## src/rtl/elevator_scheduler.sv

```systemverilog
// Three-floor elevator request scheduler: latches cabin and hall calls, serves
// them in SCAN order and drives registered motor/door outputs.
module elevator_scheduler #(
  parameter int DOOR_CYCLES   = 8,
  parameter int TRAVEL_CYCLES = 16
) (
  input  logic       clk,
  input  logic       rst,
  input  logic       enable,
  input  logic [3:1] in_req,
  input  logic [3:1] out_req,
  output logic [1:0] motor,
  output logic       door_open,
  output logic [3:1] current_floor,
  output logic [3:1] pending,
  output logic       busy
);

  localparam int TW = (TRAVEL_CYCLES > 2) ? $clog2(TRAVEL_CYCLES) : 1;
  localparam int DW = (DOOR_CYCLES > 2) ? $clog2(DOOR_CYCLES) : 1;
  localparam logic [TW-1:0] TravelLast = TW'(TRAVEL_CYCLES - 1);
  localparam logic [DW-1:0] DoorLast   = DW'(DOOR_CYCLES - 1);

  typedef enum logic [1:0] {IDLE, MOVE_UP, MOVE_DOWN, DOOR} state_e;

  state_e        state_q, state_d;
  logic          dir_q, dir_d;
  logic [3:1]    floor_q, floor_d;
  logic [3:1]    pending_q, pending_d;
  logic [TW-1:0] travelCnt_q, travelCnt_d;
  logic [DW-1:0] doorCnt_q, doorCnt_d;
  logic [1:0]    motor_q;
  logic          doorOpen_q;
  logic          busy_q;

  logic [3:1] press;
  logic [3:1] setMask;
  logic [3:1] clrMask;
  logic       floorPress;

  function automatic logic [3:1] aboveOf(input logic [3:1] f);
    return {f[1] | f[2], f[1], 1'b0};
  endfunction

  function automatic logic [3:1] belowOf(input logic [3:1] f);
    return {1'b0, f[3], f[3] | f[2]};
  endfunction

  // Next-state decisions all look at the registered pending set, so a call that
  // lands on the same edge the car arrives is not treated as a stop.
  always_comb begin
    state_d     = state_q;
    dir_d       = dir_q;
    floor_d     = floor_q;
    travelCnt_d = '0;
    doorCnt_d   = '0;
    press       = enable ? (in_req | out_req) : 3'b000;
    floorPress  = (state_q == DOOR) && ((press & floor_q) != 3'b000);
    setMask     = press & ~((state_q == DOOR) ? floor_q : 3'b000);

    case (state_q)
      IDLE: begin
        if ((pending_q & floor_q) != 3'b000) begin
          state_d = DOOR;
        end else if ((pending_q & aboveOf(floor_q)) != 3'b000 &&
                     (pending_q & belowOf(floor_q)) != 3'b000) begin
          state_d = dir_q ? MOVE_UP : MOVE_DOWN;
        end else if ((pending_q & aboveOf(floor_q)) != 3'b000) begin
          state_d = MOVE_UP;
          dir_d   = 1'b1;
        end else if ((pending_q & belowOf(floor_q)) != 3'b000) begin
          state_d = MOVE_DOWN;
          dir_d   = 1'b0;
        end
      end
      MOVE_UP: begin
        if (travelCnt_q == TravelLast) begin
          if (!floor_q[3]) floor_d = {floor_q[2:1], 1'b0};
          if ((pending_q & floor_d) != 3'b000)               state_d = DOOR;
          else if ((pending_q & aboveOf(floor_d)) != 3'b000) state_d = MOVE_UP;
          else                                               state_d = IDLE;
        end else begin
          travelCnt_d = travelCnt_q + 1'b1;
        end
      end
      MOVE_DOWN: begin
        if (travelCnt_q == TravelLast) begin
          if (!floor_q[1]) floor_d = {1'b0, floor_q[3:2]};
          if ((pending_q & floor_d) != 3'b000)               state_d = DOOR;
          else if ((pending_q & belowOf(floor_d)) != 3'b000) state_d = MOVE_DOWN;
          else                                               state_d = IDLE;
        end else begin
          travelCnt_d = travelCnt_q + 1'b1;
        end
      end
      DOOR: begin
        if (floorPress)                  doorCnt_d = '0;
        else if (doorCnt_q == DoorLast)  state_d   = IDLE;
        else                             doorCnt_d = doorCnt_q + 1'b1;
      end
      default: state_d = IDLE;
    endcase

    clrMask   = (state_q != DOOR && state_d == DOOR) ? floor_d : 3'b000;
    pending_d = (pending_q | setMask) & ~clrMask;
  end

  // Outputs are registered from the next state so they line up with state_q.
  always_ff @(posedge clk) begin
    if (rst) begin
      state_q     <= IDLE;
      dir_q       <= 1'b1;
      floor_q     <= 3'b001;
      pending_q   <= 3'b000;
      travelCnt_q <= '0;
      doorCnt_q   <= '0;
      motor_q     <= 2'b00;
      doorOpen_q  <= 1'b0;
      busy_q      <= 1'b0;
    end else begin
      state_q     <= state_d;
      dir_q       <= dir_d;
      floor_q     <= floor_d;
      pending_q   <= pending_d;
      travelCnt_q <= travelCnt_d;
      doorCnt_q   <= doorCnt_d;
      motor_q     <= (state_d == MOVE_UP)   ? 2'b01 :
                     (state_d == MOVE_DOWN) ? 2'b10 : 2'b00;
      doorOpen_q  <= (state_d == DOOR);
      busy_q      <= (state_d != IDLE);
    end
  end

  assign motor         = motor_q;
  assign door_open     = doorOpen_q;
  assign current_floor = floor_q;
  assign pending       = pending_q;
  assign busy          = busy_q;

endmodule

```

## config.mk

```make
export PLATFORM = sky130hd
export DESIGN_NAME = elevator_scheduler
export DESIGN_NICKNAME = d
export VERILOG_FILES = /design/src/rtl/elevator_scheduler.sv
export SDC_FILE = /design/constraint.sdc
export NUM_CORES = 1
export LEC_CHECK = 0
export CELL_PAD_IN_SITES_DETAIL_PLACEMENT = 0
export CELL_PAD_IN_SITES_GLOBAL_PLACEMENT = 2
export CORE_ASPECT_RATIO = 0.5
export CORE_MARGIN = 8
export CORE_UTILIZATION = 33
export CTS_CLUSTER_DIAMETER = 80
export DETAILED_ROUTE_END_ITERATION = 8
export PLACE_DENSITY = 0.9
export SLEW_MARGIN = 20
export SYNTH_ARGS = -nofsm -noshare
export SYNTH_HDL_FRONTEND = slang
export SYNTH_SLANG_ARGS = --single-unit
```

## constraint.sdc

```tcl
create_clock -name clk -period 4.6 [get_ports clk]
set_input_delay 0.46 -clock clk [delete_from_list [all_inputs] [get_ports clk]]
set_output_delay 0.46 -clock clk [all_outputs]
set_load 0.005 [all_outputs]
```

==> results of run 1 <==
-- path summary, 6_finish.rpt --
path	end	slack (ns)	cells past startpoint
worst min-delay path	doorCnt_q[0]	0.45	1
worst min register to register	doorCnt_q[0]	0.45	1
worst max-delay path	pending[2]	2.38	6
worst max register to register	pending[2]	2.38	6
-- power by group --
group	internal (mW)	total (mW)	switching, mW	leakage, nW
Clock	0.116	0.176	0.0603	0.0357
Sequential	0.201	0.243	0.0416	0.163
Combinational	0.143	0.296	0.154	0.344
-- area by class of cell --
cell class / count / area, um^2 / area share
multi-input combinational: 109 / 714 / 0.492
timing repair buffer: 18 / 180 / 0.124
clock inverter: 1 / 30.0 / 0.0207
tap: 51 / 63.8 / 0.0439
inverter: 6 / 22.5 / 0.0155
clock buffer: 3 / 41.3 / 0.0284
sequential: 20 / 400 / 0.276
-- per-layer routing --
metal	vias up	GRT usage	part of all wire	wire, um
met5	-	0	0	0
met4	0	0.0319	0.0088	27
met3	2	0.0317	0.10	321
met2	41	0.159	0.42	1290
met1	494	0.151	0.47	1430
li1	551	-	-	-
-- cell usage after synthesis (2+ instances only) --
| cell type | number | area share |
|---|---|---|
| dfxtp_1 | 20 | 0.34 |
| nor2_1 | 15 | 0.048 |
| a21oi_1 | 12 | 0.051 |
| o21ai_0 | 10 | 0.042 |
| nand2_1 | 9 | 0.029 |
| ha_1 | 8 | 0.085 |
| inv_1 | 6 | 0.019 |
| nand3_1 | 4 | 0.017 |
| nor3_1 | 4 | 0.017 |
| o211ai_1 | 3 | 0.019 |
| o22ai_1 | 3 | 0.016 |
| o41a_1 | 3 | 0.029 |
| a221oi_1 | 2 | 0.015 |
| a31oi_1 | 2 | 0.011 |
| a32oi_1 | 2 | 0.015 |
| and2_1 | 2 | 0.011 |
| and3_1 | 2 | 0.011 |
| buf_2 | 2 | 0.0085 |
| nand4_1 | 2 | 0.011 |
| nor2b_1 | 2 | 0.011 |
| nor3b_1 | 2 | 0.013 |
| or3_1 | 2 | 0.011 |
-- through the flow --
stage | std cells | instance area (um^2) | utilization
after global placement | 204 | 1380 | 0.402
after floorplan | 141 | 1180 | -
after detailed placement | 204 | 1380 | 0.402
after global routing | 208 | 1450 | 0.423
final | 208 | 1450 | 0.423
after CTS | 208 | 1450 | 0.423
-- state kept, by name, summed over array words and instances, names as in the netlist --
register	cells
busy	1
current_floor	3
dir_q	1
doorCnt_q	3
door_open	1
motor	2
pending	3
state_q	2
travelCnt_q	4
-- logic make-up after synthesis --
| kind of cell | count (synthesis) | synth area share |
|---|---|---|
| adders and majority gates | 8 | 0.0846 |
| and+or+nand+nor | 52 | 0.230 |
| xor gates and xnor gates | 2 | 0.0148 |
| DFF | 20 | 0.338 |
| AOI/OAI and AO/OA | 47 | 0.274 |
| buffers and inverters | 12 | 0.0581 |
==> qor.csv, run 1 <==
metric,value,unit
status,finished clean,
crit path time final,2.22,ns
Initial DRT Pass Iterations,4,
CTS max path bufs,2,
"Clk pin slew, worst setup/hold paths",0.08,ns
H-Tree Depth,1,
Final Power,0.715,mW
via count,1088,
"slowest stage delay, CP",0.64,ns
# rows,15,
Pwr per Cell Area,492,mW/mm^2
Worst path slowest cell,dfxtp_1,
Die Area,0.00588,mm^2
Skew-Pair Late Insertion Delay,0.26,ns
P_leak,0.543,nW
setup TNS,0,ns
worst-path fanout max,13,
"most common cell after layout, fill and taps aside",dfxtp_1,
WL final,3.07,mm
largest net degree at the start of global routing,17,
Die H,58.4,um
area of the mapped netlist,0.00118,mm^2
Fin. Hold Viols,0,
Final GP Congestion,0.804,
Setup Buffers After CTS,0,
layout cells sized above 1,0.0764,
Post-Synthesis Cells,141,
vias in the first global route,992,
count of cell types in the netlist,46,
CP startpoint,current_floor[1],
"Warnings, synthesis",0,
num ports,19,
flop and latch count out of synthesis,20,
Die Wd,101,um
Mean Syn Cell Area,8.39,um^2
GRT Util Overall,0.109,
crit path DAT,2.37,ns
Final nets,175,
Worst Tran Pin Value,0.592,ns
max-slew violation count,0,
unrepaired setup endpoints after global routing,no,
ys flop type,dfxtp_1,
dpl ws,2.35,ns
WL per Instance,14.7,um
Initial Utilization,0.345,
min-delay worst type,flop to flop,
fraction of the cycle the final worst path needs,0.483,
CTS sink cnt,20,
DP Wirelength,2.29,mm
# DRC,0,
Clock Skews,0.00197,ns
post_cts resized,0,
hold_ws,0.447,ns
antenna diode count,0,
core area,0.00343,mm^2
Critical Path End Type,flop,
"EDFF count, synth",0,
f_max,450,MHz
CP Buf/Inv Count,0,
critical path's top delay family,compound AO/OA/AOI/OAI gates,
endpoints failing setup,0,
CP Launch Type,flop,
total gr overflow,0,
WS Path Type,flop to flop,
post-synthesis sequential area ratio,0.338,
Rel. slew slack,0.604,
antenna violations before repair,0,
quantity of hold-fixing buffers added after cts,0,
final setup margin,2.38,ns
Worst IR Drop VDD,114,uV
Via-to-Cell Ratio,5.23,
crit-path cells,a222oi_1 -> nand2_1 -> a221oi_1 -> or3_1 -> a21o_4 -> o41a_1,
RR Startpoint,current_floor[1],
Max-Cap Viols,0,
clk root buf,clkbuf_8,
total CTS buffers,3,
startpoint of the worst hold path,doorCnt_q[0],
Mapped Nets,158,
drt initial violations,74,
area grow syn2layout,22.7,%
"commonest cells after routing, fill and taps aside","20 x dfxtp_1, 18 x clkdlybuf4s50_1, 15 x nor2_1",
Fill cells,363,
Antenna Violating Nets Remaining,0,
TritonCTS clock tree,done,
first-pass GRT wire length,5.05,mm
"Async S/R FF share, synth",0,
IO Port Bufs,18,
worst path required time,4.75,ns
(Power assumes the default switching activity.)
==> run 2, diff against run 1 <==
CORE_UTILIZATION = 31   (was 33)
PLACE_DENSITY = 0.86   (was 0.9)
clock period = 2.2 ns   (was 4.6 ns; I/O delays follow)
==> qor.csv, run 2 (synthesized netlist as in run 1, its figures left out) <==
metric,value,unit,change
Die Area,0.00617,mm^2,+5.0%
"Clk pin slew, worst setup/hold paths",0.08,ns,about the same
startpoint of the worst hold path,doorCnt_q[0],,
critical path's top delay family,compound AO/OA/AOI/OAI gates,,
Initial DRT Pass Iterations,4,,unchanged
CP Buf/Inv Count,0,,unchanged
antenna violations before repair,0,,unchanged
fraction of the cycle the final worst path needs,0.964,,+0.481
Fin. Hold Viols,0,,unchanged
worst-path fanout max,8,,-5
CTS sink cnt,20,,unchanged
WL per Instance,15.9,um,+7.6%
Pwr per Cell Area,1040,mW/mm^2,+110%
crit-path cells,ha_1 -> and3_2 -> a21boi_0 -> a221oi_2 -> and4_4 -> a21o_4 -> o41a_1,,
largest net degree at the start of global routing,13,,-4
Antenna Violating Nets Remaining,0,,unchanged
hold depth,1,,unchanged
R2R depth,7,,+1
Worst Tran Pin Value,0.560,ns,-0.0323 ns
total CTS buffers,3,,unchanged
Top reg by flops,travelCnt_q,,
endpoints failing setup,0,,unchanged
CTS max path bufs,2,,unchanged
Final GP Congestion,0.841,,+4.6%
final instance area,0.00157,mm^2,+8.3%
P_leak,0.607,nW,+12%
Largest register FFs,4,,unchanged
H-Tree Depth,1,,unchanged
drt initial violations,56,,-24%
min-delay worst type,flop to flop,,
TritonCTS clock tree,done,,
RR Startpoint,travelCnt_q[0],,
Critical Path End Type,flop,,
CP Launch Type,flop,,
vias in the first global route,1106,,+11%
Final nets,187,,+6.9%
Initial Utilization,0.313,,-0.0318
area grow syn2layout,32.9,%,
quantity of hold-fixing buffers added after cts,0,,unchanged
total gr overflow,0,,unchanged
crit path DAT,2.27,ns,-0.10 ns
IO Port Bufs,18,,unchanged
met3 usage,0.0244,,-0.00734
DP Wirelength,2.72,mm,+19%
Worst IR Drop VDD,303,uV,+170%
crit path time final,2.12,ns,-0.101 ns
core area,0.00378,mm^2,+10%
"commonest cells after routing, fill and taps aside","19 x dfxtp_1, 18 x clkdlybuf4s50_1, 15 x nor2_1",,
Max-Cap Viols,0,,unchanged
via count,1150,,+5.7%
worst r2r dst,pending[3],,
f_max,472,MHz,+4.8%
final setup margin,0.0802,ns,-2.30 ns
GR Util met2,0.176,,+0.0167
Die Wd,103,um,+2.7%
clk root buf,clkbuf_8,,
worst path required time,2.35,ns,-2.40 ns
num ports,19,,unchanged
CP startpoint,travelCnt_q[0],,
Rel. slew slack,0.621,,+0.0175
layout cells sized above 1,0.172,,+0.0952
GRT Util Overall,0.119,,+0.00918
Worst Hold End,doorCnt_q[0],,
"most common cell after layout, fill and taps aside",dfxtp_1,,
WL final,3.54,mm,+15%
GR Util met1,0.166,,+0.0145
WS Path Type,flop to flop,,
Via-to-Cell Ratio,5.16,,-1.4%
dpl ws,-0.0227,ns,-2.38 ns
Worst R2R Setup Slack,0.08,ns,-2.30 ns
first-pass GRT wire length,5.58,mm,+10%
Worst path slowest cell,o41a_1,,
max-slew violation count,0,,unchanged
Clock Skews,0.00395,ns,+0.00197 ns
Die H,59.7,um,+2.3%
status,finished clean,,
"slowest stage delay, CP",0.37,ns,-0.27 ns
antenna diode count,0,,unchanged
# rows,16,,+1
Skew-Pair Late Insertion Delay,0.27,ns,about the same
# DRC,0,,unchanged
Placed Area,0.00146,mm^2,+5.7%
gr busiest metal,met2,,
[run 2: repair_timing]
action | in CTS | in global routing
gates cloned | 0 | 0
pin swaps | 1 | 0
buffers inserted | 2 | 0
resized for setup | 0 | 5
endpoints found under the setup margin | 1 | 8
[run 2: stage by stage]
| step | util | cells | setup TNS [ns] | hold slack, ns | power, mW |
|---|---|---|---|---|---|
| final | 0.416 | 223 | 0 | 0.442 | 1.63 |
| after global routing | 0.416 | 223 | -0.00967 | 0.470 | 1.75 |
| after CTS | 0.412 | 223 | 0 | 0.452 | 1.63 |
| after detailed placement | 0.386 | 217 | -0.0227 | 0.440 | 1.20 |
| after global placement | 0.386 | 217 | 0 | 0.408 | 1.18 |
| after floorplan | - | 141 | 0 | 0.321 | 0.936 |
[run 2: layout make-up]
type | instances | area (um^2)
Fill cell | 381 | 2210
Inverter | 6 | 22.5
Sequential cell | 20 | 402
Multi-Input combinational cell | 109 | 727
Tap cell | 54 | 67.6
Clock inverter | 1 | 30.0
Timing Repair Buffer | 30 | 283
Clock buffer | 3 | 41.3
[run 2: metal layers]
layer / share of wire / routed length [um]
met5: 0 / 0
met4: 0.012 / 42
met3: 0.098 / 346
met2: 0.42 / 1490
met1: 0.47 / 1660
[run 2: power breakdown]
group / switching [mW] / internal (mW) / total [mW]
logic: 0.379 / 0.389 / 0.767
clock network: 0.132 / 0.243 / 0.375
registers: 0.0704 / 0.422 / 0.493
total: 0.581 / 1.05 / 1.63
[run 2: how the worst max path moves through the flow]
stage | to | slack [ns] | cells after the start
finish | pending[3] | 0.08 | 7
global route | pending[3] | -0.01 | 7
CTS | motor[0] | 0.03 | 9
detailed placement | motor[0] | -0.02 | 8
global placement | motor[0] | 0.07 | 7
floorplan | pending[1] | 0.25 | 8
==> run 3, diff against run 2 <==
CTS_CLUSTER_SIZE = 12   (was unset)
==> results of run 3 <==
The final DEF is identical to that of run 2; final timing and power are the same.
